## src/rtl/error_metrics_pkg.sv

```systemverilog
// Shared types and width helpers for the approximate-sqrt error metric blocks.
package error_metrics_pkg;

    typedef enum logic [1:0] {
        ST_IDLE,
        ST_RUN,
        ST_DIV,
        ST_DONE
    } state_t;

    // One quotient bit per cycle, so the stall equals the quotient width.
    function automatic int div_cyc(input int out_w, input int frac_w);
        return out_w + frac_w;
    endfunction

    function automatic int sad_w(input int cnt_w, input int out_w);
        return cnt_w + out_w;
    endfunction

    function automatic int red_w(input int cnt_w, input int out_w, input int frac_w);
        return cnt_w + out_w + frac_w;
    endfunction

endpackage

```

## src/rtl/seq_divider.sv

```systemverilog
// Restoring unsigned divider, one quotient bit per cycle; the first bit is
// resolved on the start edge so done rises N_W-1 cycles after start.
module seq_divider #(
    parameter int N_W = 24,
    parameter int D_W = 8
) (
    input  logic           clk,
    input  logic           rst,
    input  logic           start,
    input  logic [N_W-1:0] dividend,
    input  logic [D_W-1:0] divisor,
    output logic           busy,
    output logic           done,
    output logic [N_W-1:0] quotient
);

    localparam int CW = $clog2(N_W + 1);

    logic [N_W-1:0] dvd;
    logic [D_W-1:0] dvs;
    logic [D_W-1:0] rem;
    logic [N_W-1:0] quo;
    logic [CW-1:0]  cnt;

    logic [D_W-1:0] rem_src;
    logic [D_W-1:0] dvs_src;
    logic           bit_src;
    logic [D_W:0]   shifted;
    logic [D_W:0]   diff;
    logic           qbit;
    logic [D_W-1:0] rem_nxt;

    always_comb begin
        rem_src = start ? '0 : rem;
        dvs_src = start ? divisor : dvs;
        bit_src = start ? dividend[N_W-1] : dvd[N_W-1];
        shifted = {rem_src, bit_src};
        diff    = shifted - {1'b0, dvs_src};
        qbit    = ~diff[D_W];
        rem_nxt = qbit ? diff[D_W-1:0] : shifted[D_W-1:0];
    end

    always_ff @(posedge clk) begin
        if (rst) begin
            busy <= 1'b0;
            done <= 1'b0;
            cnt  <= '0;
        end else if (start) begin
            busy <= 1'b1;
            done <= 1'b0;
            cnt  <= CW'(1);
        end else if (busy) begin
            if (cnt == CW'(N_W - 1)) begin
                busy <= 1'b0;
                done <= 1'b1;
            end
            cnt <= cnt + CW'(1);
        end else begin
            done <= 1'b0;
        end
    end

    always_ff @(posedge clk) begin
        if (start) begin
            dvs <= divisor;
            dvd <= {dividend[N_W-2:0], 1'b0};
            rem <= rem_nxt;
            quo <= {{(N_W-1){1'b0}}, qbit};
        end else if (busy) begin
            dvd <= {dvd[N_W-2:0], 1'b0};
            rem <= rem_nxt;
            quo <= {quo[N_W-2:0], qbit};
        end
    end

    assign quotient = quo;

endmodule

```

## src/rtl/error_metrics_accum.sv

```systemverilog
// Streaming accumulator of ER/NMED/MRED raw totals over (exact, approx) pairs;
// samples with a nonzero error and nonzero reference stall for a divide.
module error_metrics_accum
    import error_metrics_pkg::*;
#(
    parameter int OUT_W  = 8,
    parameter int CNT_W  = 17,
    parameter int FRAC_W = 16
) (
    input  logic                                  clk,
    input  logic                                  rst,
    input  logic                                  start,
    input  logic                                  in_valid,
    output logic                                  in_ready,
    input  logic [OUT_W-1:0]                      ref_val,
    input  logic [OUT_W-1:0]                      approx_val,
    input  logic                                  in_last,
    output logic                                  done,
    output logic [CNT_W-1:0]                      sample_count,
    output logic [CNT_W-1:0]                      err_count,
    output logic [sad_w(CNT_W, OUT_W)-1:0]        sad_sum,
    output logic [OUT_W-1:0]                      ed_max,
    output logic [red_w(CNT_W, OUT_W, FRAC_W)-1:0] red_sum
);

    localparam int Q_W   = div_cyc(OUT_W, FRAC_W);
    localparam int SAD_W = sad_w(CNT_W, OUT_W);
    localparam int RED_W = red_w(CNT_W, OUT_W, FRAC_W);

    state_t           state;
    logic             last_q;
    logic [OUT_W-1:0] abs_diff;
    logic             accept;
    logic             need_div;
    logic             div_start;
    logic             div_busy;
    logic             div_done;
    logic [Q_W-1:0]   quotient;

    always_comb begin
        abs_diff  = (ref_val >= approx_val) ? (ref_val - approx_val) : (approx_val - ref_val);
        accept    = (state == ST_RUN) && in_valid && in_ready;
        need_div  = (abs_diff != '0) && (ref_val != '0);
        div_start = accept && need_div && !div_busy;
    end

    seq_divider #(
        .N_W(Q_W),
        .D_W(OUT_W)
    ) u_div (
        .clk      (clk),
        .rst      (rst),
        .start    (div_start),
        .dividend ({abs_diff, {FRAC_W{1'b0}}}),
        .divisor  (ref_val),
        .busy     (div_busy),
        .done     (div_done),
        .quotient (quotient)
    );

    always_ff @(posedge clk) begin
        if (rst) begin
            state        <= ST_IDLE;
            in_ready     <= 1'b0;
            done         <= 1'b0;
            last_q       <= 1'b0;
            sample_count <= '0;
            err_count    <= '0;
            sad_sum      <= '0;
            ed_max       <= '0;
            red_sum      <= '0;
        end else begin
            case (state)
                ST_IDLE, ST_DONE: begin
                    if (start) begin
                        sample_count <= '0;
                        err_count    <= '0;
                        sad_sum      <= '0;
                        ed_max       <= '0;
                        red_sum      <= '0;
                        done         <= 1'b0;
                        in_ready     <= 1'b1;
                        state        <= ST_RUN;
                    end
                end
                ST_RUN: begin
                    if (accept) begin
                        if (!(&sample_count))
                            sample_count <= sample_count + CNT_W'(1);
                        if (abs_diff != '0 && !(&err_count))
                            err_count <= err_count + CNT_W'(1);
                        sad_sum <= sad_sum + SAD_W'(abs_diff);
                        if (abs_diff > ed_max)
                            ed_max <= abs_diff;
                        last_q <= in_last;
                        if (need_div) begin
                            in_ready <= 1'b0;
                            state    <= ST_DIV;
                        end else if (in_last) begin
                            in_ready <= 1'b0;
                            done     <= 1'b1;
                            state    <= ST_DONE;
                        end
                    end
                end
                ST_DIV: begin
                    if (div_done) begin
                        red_sum <= red_sum + RED_W'(quotient);
                        if (last_q) begin
                            done  <= 1'b1;
                            state <= ST_DONE;
                        end else begin
                            in_ready <= 1'b1;
                            state    <= ST_RUN;
                        end
                    end
                end
                default: state <= ST_IDLE;
            endcase
        end
    end

endmodule
```

## config.mk

```make
export PLATFORM = sky130hd
export DESIGN_NAME = error_metrics_accum
export DESIGN_NICKNAME = d
export VERILOG_FILES = /design/src/rtl/error_metrics_pkg.sv /design/src/rtl/seq_divider.sv /design/src/rtl/error_metrics_accum.sv
export SDC_FILE = /design/constraint.sdc
export NUM_CORES = 1
export LEC_CHECK = 0
export CAP_MARGIN = 20
export CORE_MARGIN = 2
export CORE_UTILIZATION = 51
export DETAILED_ROUTE_END_ITERATION = 8
export PLACE_DENSITY = 0.86
export SLEW_MARGIN = 5
export SYNTH_ARGS = -nofsm -noshare
export SYNTH_HDL_FRONTEND = slang
export SYNTH_SLANG_ARGS = --single-unit
```

## constraint.sdc

```tcl
create_clock -name clk -period 6.22 [get_ports clk]
set_clock_uncertainty 0.15 [all_clocks]
set_input_delay 1.244 -clock clk [delete_from_list [all_inputs] [get_ports clk]]
set_output_delay 1.244 -clock clk [all_outputs]
set_load 0.01 [all_outputs]
```

# Word level (Yosys, flattened, before mapping)
# Cells that the tools add are included.
# op_classes
add_sub_neg,8
order_cmp,2
eq_ne,15
mux,54
bitwise,2
n_reduce_logical,28
# ops
op,n
$mux 17,5
$mux 41,2
$pmux 41 s2,1
$mux 8,9
$pmux 17 s2,2
$mux 25,2
$pmux 25 s2,1
$mux 24,2
$add 41x24->41,1
$add 17x1->17 const B,2
$reduce_and 17->1,2
$add 25x8->25,1
$mux 1,20
$pmux 8 s2,1
$reduce_and 4->1,4
$reduce_bool 8->1,2
$sub 8x8->8,2
$ne 2x2->1 const B,7
$mux 2,6
$sub 9x8->9,1
$ge 8x8->1,1
$gt 8x8->1,1
$logic_and 1x1->1,6
$ne 2x1->1 const B,3
other kinds (17),25
# totals
reg_bits,167
input_bits,21
elab_cells,127

# Logic depth before layout (Yosys ltp)
# logic_depth
depth_word,11
ltp_mapped,29
depth_no_buf,25

# By module
# A second synthesis with hierarchy kept.
# hier_totals
hier_cells,1224
hier_area_um2,10955.5
# modules_own_cells
module,n_inst,cells_each,area_each_um2
error_metrics_accum,1,971,7822.5
seq_divider,1,253,3133.0

# Least setup slack after synthesis
# No wires, ideal clock.
# synth_path
path_kind,input -> register
startpoint,input ref_val[0]
endpoint,register u_div.rem[1] (data pin)
setup_time_ns,0.260
arrival_ns,6.166
required_time_ns,5.810
setup_slack_ns,-0.356
stages,29
n_path_buf,4
path_cell_list,inv_1 -> ha_1 -> inv_1 -> fa_1 -> nand3_2 -> a31oi_2 -> or3_1 -> buf_4 -> nor4_2 -> o21a_2 -> nand4_4 -> buf_6 -> nand2_1 -> buf_4 -> buf_4 -> nand2_1 -> o21ai_1 -> ha_1 -> inv_1 -> fa_1 -> a21o_1 -> a21oi_1 -> nor2b_1 -> o21a_1 -> o21ai_1 -> nand2b_1 -> a21oi_1 -> xnor2_4 -> mux2_4
# synth_between
elab_chain_cells,11
# synth_lines
element,line,text
start: declaration,error_metrics_accum.sv:15,"input logic [OUT_W-1:0] ref_val,"
$sub 8x8->8 / $ge 8x8->1 (equally long branches),error_metrics_accum.sv:41,abs_diff = (ref_val >= approx_val) ? (ref_val - approx_val) : (approx_val - ref_val);
$mux 8,error_metrics_accum.sv:41,
$reduce_bool 8->1,error_metrics_accum.sv:43,need_div = (abs_diff != '0) && (ref_val != '0);
$logic_and 1x1->1,error_metrics_accum.sv:43,
$logic_and 1x1->1 (2 in series),error_metrics_accum.sv:44,div_start = accept && need_div && !div_busy;
$mux 8 (*),n/a,
net u_div.dvs_src[0],seq_divider.sv:26,logic [D_W-1:0] dvs_src;
$sub 9x8->9 (*),seq_divider.sv:38,"diff = shifted - {1'b0, dvs_src};"
$mux 8 (*),seq_divider.sv:40,rem_nxt = qbit ? diff[D_W-1:0] : shifted[D_W-1:0];
net u_div.rem_nxt[1],seq_divider.sv:31,logic [D_W-1:0] rem_nxt;
$mux 8,seq_divider.sv:69,end else if (busy) begin
$mux 8 (*),seq_divider.sv:64,if (start) begin
end signal: assignment,seq_divider.sv:67,rem <= rem_nxt;
end signal: assignment,seq_divider.sv:71,rem <= rem_nxt;
end: declaration,seq_divider.sv:21,logic [D_W-1:0] rem;
# Mark *: on every way through the listed nets, which the timed path passes. The rest lies on a longest branch. The select of a mux whose other input is x is not followed.
# A chain may end at the register's enable or synchronous reset.

# Worst setup path in the final report
# layout_path
startpoint,input ref_val[2]
endpoint,register u_div.rem[4] (data pin)
# layout_between
elab_chain_cells,11
# layout_lines
element,line,text
$sub 8x8->8 / $ge 8x8->1 (equally long branches),error_metrics_accum.sv:41,
$mux 8,error_metrics_accum.sv:41,
$reduce_bool 8->1,error_metrics_accum.sv:43,
$logic_and 1x1->1,error_metrics_accum.sv:43,
$logic_and 1x1->1 (2 in series),error_metrics_accum.sv:44,
"$mux 1, or another cell as far along",seq_divider.sv:36,bit_src = start ? dividend[N_W-1] : dvd[N_W-1];
$sub 9x8->9,seq_divider.sv:38,
$mux 8 (*),seq_divider.sv:40,
net u_div.rem_nxt[4],seq_divider.sv:31,
$mux 8,seq_divider.sv:69,
$mux 8 (*),seq_divider.sv:64,
# Marks and branches as above.

==> qor.txt <==
Max incr delay on CP = 0.48 ns
Synth Area in Simple Gates = 0.200
Final ANT Viol Nets = 0
Vias in the first global route = 8633
Pwr Total = 3.64 mW
Syn nets = 1228
First-pass DRT Iterations = 5
Post-Syn Instances = 1132
Internal power = 2.38 mW
Port Buf Inserts = 130
Layout Utilization = 0.661
WP depth = 25
Top FF cell, synth = dfxtp_1
Yosys top cell area share = 0.307
Kind of critical path = in2reg
Post-synthesis to final-layout area growth = 26.5%
CTS Sinks = 167
Diodes inserted = 0
Max Cap Violations = 0
Post-synthesis compound-gate area fraction = 0.200
Period minus WS final = 6.02 ns
Sequential cell area = 3500 µm²
Placed Cells = 1553
Slew HR = 0.341
Die Height = 143 µm
Net Switching = 1.26 mW
WHS Path Cells = 1
Final routed DRC violation total = 0
Finished Layout Cells = 1586
Most frequent cell after synthesis = dfxtp_1
Met1 Routed Length = 11100 µm
Pwr dens = 292 nW/µm²
Ports = 131
Syn Std Cell Area = 9840 µm²
WL/cell = 15.9 µm
Ranking of synthesized cells by area = dfxtp_1 (31%), ha_1 (8.9%), edfxtp_1 (4.9%)
Clk root buf = clkbuf_16
Ratio of cells with drive above 1 in the final layout = 0.114
Syn_area_per_cell = 8.70 µm²
Reg power frac = 0.346
Hold WC Path Type = reg2reg
Max Slew Vio Count = 0
Startpoint types = input port
Period utilization = 0.968
Die Area = 20400 µm²
Slowest cell on the critical path = clkdlybuf4s50_1
Met2 Wirelength = 11900 µm
Via count = 9048
Largest net degree at the start of global routing = 47
Cts hold-fix bufs = 0
Clock power frac = 0.282
CTS tree = done
Largest family of logic cells by synthesized area = compound AO/OA/AOI/OAI gates
Multiplexer share of the synthesized area = 0.0281
Fraction of registers with async set/reset = 0
Slew @ Worst Pin = 0.985 ns
1st-iter DRT viols = 649
Pleak = 5.06 nW
Multi-input logic area = 5960 µm²
Crit-path leading delay family = compound AO/OA/AOI/OAI gates
Critical Path Sink Type = flop
WP buf/inv = 5
Ys Warns = 0
Total Routing Usage GR = 0.251
DIE WIDTH = 143 µm
H-tree levels = 4
Post-synth EDFFs = 16
Total Wirelength = 25200 µm
Setup-failing EPs final = 0
Final GP Congestion = 0.878
Post-DP HPWL = 18100 µm
Critical path arrival = 6.06 ns
Row Count = 50
CP Data Required Time = 6.26 ns
Fillcell total = 1429
Netlist cell types = 79
Sequential fraction of the synthesis area = 0.356
Critical Path Fanout Max = 8
Cells on worst reg2reg path = 21
Met3 WL post-DR = 1680 µm
TritonCTS buffer count = 17
Final hold violation count = 0
First-pass GRT wire length = 41400 µm
CTS Buffer Depth = 2
Uppermost layer routed = met4
Comb pwr share = 0.371
Final #Nets = 1409
Core area = 18800 µm²
Status = completed
Vias per cell = 5.70
Worst skew pair latency = 0.44 ns
Total grt overflow = 0
Peak supply drop = 231 µV
Xor and xnor area share after synthesis = 0.0731
Commonest cells in the netlist = dfxtp_1 (151), nor2_1 (120), nand2_1 (102)
Post-Synth Adder-Cell Area = 0.0991
Fmax = 166 MHz
Initial Util = 0.523
Sw Ratio = 0.346
Initial antenna violation count = 1
Hold_ws = 0.305 ns
Yosys reg bits = 167
Yosys top cell by area = dfxtp_1
Clock-pin slew on the worst setup and hold paths = 0.06 ns
[layout make-up]
cell class                      instances  area share
Multi-Input combinational cell        862       0.479
Tap cell                              260      0.0261
Inverter                               59      0.0178
Clock buffer                           23      0.0409
Clock inverter                          9     0.00512
Sequential cell                       167       0.281
Timing Repair Buffer                  206       0.150
[layout by cell type, fill, tap and decap left out, types with 13 or more instances in the layout]
master           Yosys  final
a21oi_1             71     69
nor3_1              24     24
dfxtp_1            151    151
mux2i_1             15     15
nand2_1            102    101
clkbuf_16            0     18
inv_1               55     54
xnor2_1             50     50
or3_1               14     13
o21ai_0             35     34
a22o_1              22     22
and2_1              16     16
clkdlybuf4s50_1      0    128
buf_4                4     76
nand3_1             29     29
ha_1                70     69
a22oi_1             31     31
a21o_1              37     37
edfxtp_1            16     16
and3_1              14     14
nand4_1             14     14
xor2_1              29     29
nor2_1             120    120
[power groups by stage]
stage | clock [mW] | combinational [mW] | sequential, mW
finish | 1.03 | 1.35 | 1.26
global route | 1.08 | 1.47 | 1.27
CTS | 1.04 | 1.33 | 1.26
detailed placement | 0 | 1.31 | 1.28
global placement | 0 | 1.27 | 1.28
floorplan | 0 | 0.919 | 1.27
[worst paths after layout]
kind                      from           end  slack, ns
setup / recovery    ref_val[2]  u_div.rem[4]       0.20
hold / removal    u_div.dvs[3]  u_div.dvs[3]       0.31
setup reg to reg      state[1]  u_div.rem[4]       1.67
hold reg to reg   u_div.dvs[3]  u_div.dvs[3]       0.31
[routing by layer]
| metal | GRT usage | up-vias |
|---|---|---|
| met4 | 0.0980 | 0 |
| met2 | 0.414 | 298 |
| met5 | 0 | - |
| met3 | 0.0587 | 46 |
| li1 | - | 4429 |
| met1 | 0.318 | 4275 |
[state kept, by name, summed over array words and instances, names as in the netlist]
signal / flops
done: 1
ed_max: 8
err_count: 17
in_ready: 1
last_q: 1
red_sum: 41
sad_sum: 25
sample_count: 17
state: 2
u_div.busy: 1
u_div.cnt: 5
u_div.done: 1
u_div.dvd: 7
u_div.dvs: 8
u_div.quotient: 24
u_div.rem: 8
[timing repair]
action / CTS / global route
setup buffers: 0 / 1
hold endpoints to repair: 0 / 0
endpoints found under the setup margin: 0 / 9
gates resized for setup: 0 / 10
[per-stage QoR]
| stage | TNS [ns] | setup slack [ns] | instance area (µm²) |
|---|---|---|---|
| final | 0 | 0.199 | 12500 |
| after global routing | -0.136 | -0.0252 | 12500 |
| after floorplan | 0 | 0.0343 | 9870 |
| after global placement | -0.893 | -0.133 | 11800 |
| after detailed placement | -2.64 | -0.337 | 11800 |
| after CTS | 0 | 0.126 | 12400 |
[cells by family (layout without fill, tap and decap cells)]
| family | count (synthesis) | in the layout |
|---|---|---|
| and+or+nand+nor | 399 | 399 |
| AOI/OAI and AO/OA | 284 | 284 |
| DFF | 167 | 167 |
| buffers and inverters | 103 | 297 |
| xor gates and xnor gates | 80 | 80 |
| adders and majority gates | 75 | 75 |
| muxes | 24 | 24 |
[worst register-to-register path: stages (launching register included)]
cell,delay [ns]
dfxtp_1,0.31
inv_1,0.07
ha_1,0.14
buf_4,0.22
inv_1,0.12
nor2_1,0.29
nand3b_1,0.16
inv_1,0.22
and2_1,0.22
mux2i_2,0.26
ha_1,0.18
inv_1,0.05
fa_2,0.34
a21o_1,0.18
a21oi_2,0.15
nor2b_1,0.06
o21a_1,0.18
o21ai_1,0.11
nand2b_1,0.10
a21oi_4,0.22
xnor2_4,0.23
mux2_4,0.34
(Power assumes the default switching activity.)
